$ cat src/rtl/json_cmd_pkg.sv
`default_nettype none
// ============================================================================
// Module      : json_cmd_pkg
// Description : Shared constants, field positions, FSM state type and the
//               speed arithmetic helper for the JSON command frame.
//               Shared by the parser and the encoder-side command translator.
// Revision    : 1.0 - initial release
// ============================================================================
package json_cmd_pkg;

    // Character literals used by the frame
    localparam logic [7:0] LBRACE = 8'h7b;
    localparam logic [7:0] QUOTE  = 8'h22;
    localparam logic [7:0] COLON  = 8'h3a;
    localparam logic [7:0] COMMA  = 8'h2c;
    localparam logic [7:0] DOT    = 8'h2e;
    localparam logic [7:0] MINUS  = 8'h2d;
    localparam logic [7:0] ZERO   = 8'h30;
    localparam logic [7:0] ONE    = 8'h31;
    localparam logic [7:0] RBRACE = 8'h7d;
    localparam logic [7:0] LF     = 8'h0a;
    localparam logic [7:0] CHAR_T = 8'h54;
    localparam logic [7:0] CHAR_L = 8'h4c;
    localparam logic [7:0] CHAR_R = 8'h52;

    // Frame geometry
    localparam int         FRAME_LEN = 28;
    localparam logic [4:0] T_POS     = 5'd5;
    localparam logic [4:0] L_SIGN    = 5'd11;
    localparam logic [4:0] L_D1      = 5'd14;
    localparam logic [4:0] L_D2      = 5'd15;
    localparam logic [4:0] R_SIGN    = 5'd21;
    localparam logic [4:0] R_D1      = 5'd24;
    localparam logic [4:0] R_D2      = 5'd25;
    localparam logic [4:0] LAST_POS  = 5'(FRAME_LEN - 1);

    // Parser FSM states
    typedef enum logic [1:0] {
        ST_IDLE = 2'd0,
        ST_BODY = 2'd1,
        ST_DONE = 2'd2
    } state_t;

    // Signed speed in hundredths from sign flag and two BCD digits.
    // 10*tens is built as 8*tens + 2*tens in 7 bits (max 99 fits).
    function automatic logic [7:0] speed_from_digits(input logic       neg,
                                                     input logic [3:0] tens,
                                                     input logic [3:0] ones);
        logic [6:0] mag;
        mag = {tens, 3'b000} + {2'b00, tens, 1'b0} + {3'b000, ones};
        // Negating zero yields zero, so "-0.00" decodes to 0 naturally
        return neg ? (8'd0 - {1'b0, mag}) : {1'b0, mag};
    endfunction

endpackage : json_cmd_pkg
`default_nettype wire

$ cat src/rtl/ascii_digit_decoder.sv
`default_nettype none
// ============================================================================
// Module      : ascii_digit_decoder
// Description : Classifies an ASCII byte as a decimal digit and returns its
//               binary value.
// Revision    : 1.0 - initial release
// ============================================================================
module ascii_digit_decoder (
    input  logic [7:0] data,
    output logic       is_digit,
    output logic [3:0] value
);

    // '0'..'9' occupy 0x30..0x39, so the low nibble is the value
    assign is_digit = (data >= 8'h30) && (data <= 8'h39);
    assign value    = data[3:0];

endmodule : ascii_digit_decoder
`default_nettype wire

$ cat src/rtl/json_command_parser.sv
`default_nettype none
// ============================================================================
// Module      : json_command_parser
// Description : Streaming parser for the fixed 28-byte JSON drive command
//               {"T":t,"L":s0.dd,"R":s0.dd}\n. Outputs update atomically one
//               cycle after the terminating line feed.
// Revision    : 1.0 - initial release
// ============================================================================
module json_command_parser
    import json_cmd_pkg::*;
(
    input  logic              clk,
    input  logic              rst_n,
    input  logic [7:0]        rx_data,
    input  logic              rx_valid,
    output logic              trigger,
    output logic signed [7:0] left_speed,
    output logic signed [7:0] right_speed,
    output logic              frame_valid,
    output logic              frame_error
);

    state_t     r_state;
    logic [4:0] r_pos;

    // Shadow copies of the field bytes of the frame in progress
    logic       r_t_sh;
    logic       r_l_neg;
    logic [3:0] r_l_tens;
    logic [3:0] r_l_ones;
    logic       r_r_neg;
    logic [3:0] r_r_tens;
    logic [3:0] r_r_ones;

    logic       w_is_digit;
    logic [3:0] w_digit;
    logic       w_match;
    logic [7:0] w_left;
    logic [7:0] w_right;

    // Single shared digit decoder serving all four digit positions
    ascii_digit_decoder u_digit (
        .data     (rx_data),
        .is_digit (w_is_digit),
        .value    (w_digit)
    );

    assign w_left  = speed_from_digits(r_l_neg, r_l_tens, r_l_ones);
    assign w_right = speed_from_digits(r_r_neg, r_r_tens, r_r_ones);

    // Check the incoming byte against the literal or class expected at r_pos
    always_comb begin
        w_match = 1'b0;
        case (r_pos)
            5'd1, 5'd3, 5'd7, 5'd9, 5'd17, 5'd19: w_match = (rx_data == QUOTE);
            5'd2:                                 w_match = (rx_data == CHAR_T);
            5'd4, 5'd10, 5'd20:                   w_match = (rx_data == COLON);
            T_POS:                                w_match = (rx_data == ZERO) || (rx_data == ONE);
            5'd6, 5'd16:                          w_match = (rx_data == COMMA);
            5'd8:                                 w_match = (rx_data == CHAR_L);
            5'd18:                                w_match = (rx_data == CHAR_R);
            L_SIGN, R_SIGN:                       w_match = (rx_data == MINUS) || (rx_data == ZERO);
            5'd12, 5'd22:                         w_match = (rx_data == ZERO);
            5'd13, 5'd23:                         w_match = (rx_data == DOT);
            L_D1, L_D2, R_D1, R_D2:               w_match = w_is_digit;
            5'd26:                                w_match = (rx_data == RBRACE);
            LAST_POS:                             w_match = (rx_data == LF);
            default:                              w_match = 1'b0;
        endcase
    end

    // Frame FSM, shadow capture and registered outputs
    always_ff @(posedge clk or negedge rst_n) begin
        if (!rst_n) begin
            r_state     <= ST_IDLE;
            r_pos       <= 5'd0;
            r_t_sh      <= 1'b0;
            r_l_neg     <= 1'b0;
            r_l_tens    <= 4'd0;
            r_l_ones    <= 4'd0;
            r_r_neg     <= 1'b0;
            r_r_tens    <= 4'd0;
            r_r_ones    <= 4'd0;
            trigger     <= 1'b0;
            left_speed  <= 8'sd0;
            right_speed <= 8'sd0;
            frame_valid <= 1'b0;
            frame_error <= 1'b0;
        end else begin
            frame_valid <= 1'b0;
            frame_error <= 1'b0;
            case (r_state)
                // DONE behaves like IDLE so a '{' right after '\n' is not lost
                ST_IDLE, ST_DONE: begin
                    if (rx_valid && (rx_data == LBRACE)) begin
                        r_state <= ST_BODY;
                        r_pos   <= 5'd1;
                    end else begin
                        r_state <= ST_IDLE;
                        r_pos   <= 5'd0;
                    end
                end
                ST_BODY: begin
                    if (rx_valid) begin
                        if (w_match) begin
                            case (r_pos)
                                T_POS:   r_t_sh   <= rx_data[0];
                                L_SIGN:  r_l_neg  <= (rx_data == MINUS);
                                L_D1:    r_l_tens <= w_digit;
                                L_D2:    r_l_ones <= w_digit;
                                R_SIGN:  r_r_neg  <= (rx_data == MINUS);
                                R_D1:    r_r_tens <= w_digit;
                                R_D2:    r_r_ones <= w_digit;
                                default: ;
                            endcase
                            if (r_pos == LAST_POS) begin
                                trigger     <= r_t_sh;
                                left_speed  <= w_left;
                                right_speed <= w_right;
                                frame_valid <= 1'b1;
                                r_state     <= ST_DONE;
                                r_pos       <= 5'd0;
                            end else begin
                                r_pos <= r_pos + 5'd1;
                            end
                        end else begin
                            // Abort; a stray '{' starts a fresh frame at once
                            frame_error <= 1'b1;
                            if (rx_data == LBRACE) begin
                                r_state <= ST_BODY;
                                r_pos   <= 5'd1;
                            end else begin
                                r_state <= ST_IDLE;
                                r_pos   <= 5'd0;
                            end
                        end
                    end
                end
                default: begin
                    r_state <= ST_IDLE;
                    r_pos   <= 5'd0;
                end
            endcase
        end
    end

endmodule : json_command_parser
`default_nettype wire
$ cat config.mk
export PLATFORM = sky130hd
export DESIGN_NAME = json_command_parser
export DESIGN_NICKNAME = d
export VERILOG_FILES = /design/src/rtl/json_cmd_pkg.sv /design/src/rtl/ascii_digit_decoder.sv /design/src/rtl/json_command_parser.sv
export SDC_FILE = /design/constraint.sdc
export NUM_CORES = 1
export LEC_CHECK = 0
export CORE_ASPECT_RATIO = 0.75
export CORE_MARGIN = 10
export CORE_UTILIZATION = 55
export CTS_BUF_LIST = sky130_fd_sc_hd__clkbuf_4
export DETAILED_ROUTE_END_ITERATION = 16
export HOLD_SLACK_MARGIN = 0.08
export PLACE_DENSITY = 0.79
export SETUP_SLACK_MARGIN = 0.3
export SLEW_MARGIN = 20
export SYNTH_ARGS = -nofsm -noshare
export SYNTH_HDL_FRONTEND = slang
export SYNTH_SLANG_ARGS = --single-unit
$ cat constraint.sdc
create_clock -name clk -period 7.8 [get_ports clk]
set_clock_uncertainty 0.2 [all_clocks]
set_input_delay 1.17 -clock clk [delete_from_list [all_inputs] [get_ports clk]]
set_output_delay 1.17 -clock clk [all_outputs]
set_load 0.03 [all_outputs]
==> flow_summary.toml <==
[sta]
finalHoldViolCount = 0
fmax_mhz = 231
slew_viol_final = 0
period_share_pct = 55.5
rsz0062_at_grt = "no"
max-slew-margin-rel_pct = 45.7
period_needed_ns = 4.33
worstMarginPinSlew_ns = 0.812
setup_viol = 0
setup-tns-final_ns = 0

[floorplanning]
core_area_sq_um = 5470
num_rows = 23
dieWidth_microns = 108
die_h_microns = 85.7
io_pins = 30
initial_core_util_pct = 57.9
die_area_sq_um = 9230

[clock_network]
clockBufferDepth = 2
clk_pin_slew_ns = 0.12
cts_tree = "done"
cts.hold.buffers_added = 0
cts_resized = 0
cts-buffers-inserted = 5
cts.sinks = 45
clockRootBuffer = "clkbuf_4"
postCtsSetupRepairBufs = 0
clock_latency_ns = 0.36
cts_htree_levels = 2

[outcome]
status = "complete, no violations"

[global_routing]
grt_max_degree = 46
grt_pass1_vias = 2320
grt_overflow = 0
grt.total_usage_pct = 15.0
grt_first_pass_wirelength_mm = 11.4
antenna_found_initial = 0

[logic_synthesis]
yosys_warnings = 0
synthFlopType = "dfrtp_1"
synthCells = 318
yosys.cell_count.top_type = "dfrtp_1"
synth_top_area_cell = "dfrtp_1"
syn-num-nets = 354
synth.top_cell.area_share_pct = 35.5
synth-seq-cells = 45
synth.top_cells.by_count = "45 x dfrtp_1, 27 x mux2_2, 27 x nand2_1"
synth.area.top_cells = "dfrtp_1 36%, mux2_2 9.6%, ha_1 8.3%"
async_flop_share_pct = 100
synth_cell_types = 56
synth_area_sq_um = 3170
synth_edf_count = 0
syn-mean-instance-area_sq_um = 9.96
synth_seq_area_share_pct = 35.5

[power_and_ir_drop]
power_density_nw_per_um2 = 102
p_leak_nw = 1.65
peakVddDrop_mv = 0.0810

[route]
vias = 2397
drt.antenna.violating_nets = 0
drt_wl_total_mm = 6.78
drc = 0
vias_per_cell = 5.82
routedWlPerCell_microns = 16.5
dr.pass1.iters = 5
drt_iter0_markers = 160

[cells_and_area]
drive_above_1_share_pct = 15.1
syn2layout_area_growth_pct = 10.8
seqCellArea_sq_um = 1130
multi_input_area_sq_um = 1870
post-route-util_pct = 64.2
nets = 372
num_antenna_cells = 0
fill_cells = 442

[setup_path]
cp-end-kind = "flip-flop"
worstPathArrival_ns = 4.39
crit_type = "primary input to flip-flop"
slowest_stage = "nor3_4"
crit_chain = "clkdlybuf4s50_1 > and2_1 > nand3b_1 > nor4b_1 > nand2_1 > and3_1 > o41a_1 > nor3_4 > mux2_2"
cp-start-kind = "primary input"
crit_path_max_fanout = 17
cpPeakStageDelay_ns = 0.74
required_ns = 7.86

[flow_run]
cap_viol_max_count = 0

[place]
dp_hpwl_mm = 5.11
gp_congestion = 0.937
portBuffers = 29

[worst_hold_path]
min_path_type = "flip-flop to flip-flop"
==> registers in the layout, summed over array words and instances (netlist names) <==
signal and count:
left_speed 8, frame_error 1, right_speed 8, r_pos 5, r_l_tens 4, r_r_tens 4, r_r_neg 1, r_l_ones 4
r_l_neg 1, r_t_sh 1, trigger 1, frame_valid 1, r_state 2, r_r_ones 4
==> layer usage <==
metal	global-route usage, %	share of wire, %	up-vias	routed length [microns]
met2	21.1	43	86	2900
met4	3.63	0.97	0	66
met5	2.20	0	-	0
met3	4.11	8.7	9	590
li1	-	-	1154	-
met1	21.6	48	1148	3220
==> metrics by stage <==
step                      power [mW]  instance area [sq um]  std cells  hold WS (ns)  setup WS (ns)
after floorplan                0.244                   3170        318         0.275           4.25
after global placement         0.256                   3460        404         0.290           3.19
after detailed placement       0.256                   3460        404         0.294           3.08
after CTS                      0.363                   3510        412         0.324           3.46
after global routing           0.372                   3510        412         0.345           3.14
final                          0.358                   3510        412         0.321           3.47
==> path summary, 6_finish.rpt <==
check,startpoint,endpoint,slack [ns],depth (start not counted)
max in group asynchronous,rst_n,left_speed[4]$_DFFE_PN0P_,6.43,1
min,right_speed[6]$_DFFE_PN0P_,right_speed[6]$_DFFE_PN0P_,0.32,1
min in group asynchronous,rst_n,r_r_tens[3]$_DFFE_PN0P_,0.59,1
min reg2reg,right_speed[6]$_DFFE_PN0P_,right_speed[6]$_DFFE_PN0P_,0.32,1
max,rx_data[3],right_speed[5]$_DFFE_PN0P_,3.47,9
max reg2reg,r_pos[0]$_DFFE_PN0P_,right_speed[5]$_DFFE_PN0P_,3.83,9
==> power by group <==
part / switching [mW] / leakage (nW) / internal [mW] / total [mW]
clock: 0.0735 / 0.0300 / 0.0327 / 0.106
combinational: 0.0116 / 0.992 / 0.00686 / 0.0184
sequential: 0.0000428 / 0.624 / 0.233 / 0.233
total: 0.0851 / 1.65 / 0.273 / 0.358
==> worst max-delay path, delay by kind of cell <==
kind            cells  cell delay [ns]
compound gates      1             0.28
simple gates        6             1.86
buf+inv             1             0.67
mux                 1             0.41
==> cells by family (layout without fill, tap and decap cells) <==
logic type               after synthesis  count (layout)  share of synthesized area, %
flip-flops                            45              45                          35.5
buffers and inverters                 39              58                          5.33
XOR/XNOR                              22              22                          6.08
adder cells (fa/ha/maj)               25              25                          10.8
AO/OA/AOI/OAI                         55              55                          11.8
AND/OR/NAND/NOR                       93              93                          15.6
multiplexers                          39              39                          14.8
==> cell type report <==
type / instances / share of cell area (%)
Clock inverter: 3 / 0.357
Sequential cell: 45 / 32.1
Clock buffer: 5 / 1.07
Tap cell: 75 / 2.67
Multi-Input combinational cell: 234 / 53.4
Timing Repair Buffer: 29 / 8.20
Inverter: 21 / 2.25
==> cell usage in the layout, fill, tap and decap left out, drive strengths merged, types with 11 or more instances in the layout <==
cell            n
a21oi          11
clkdlybuf4s50  28
dfrtp          45
ha             21
inv            21
mux2           36
nand2          27
nor2           13
nor3           13
o21ai          14
xnor2          19
Note: power is estimated with default switching activity, not from simulation.
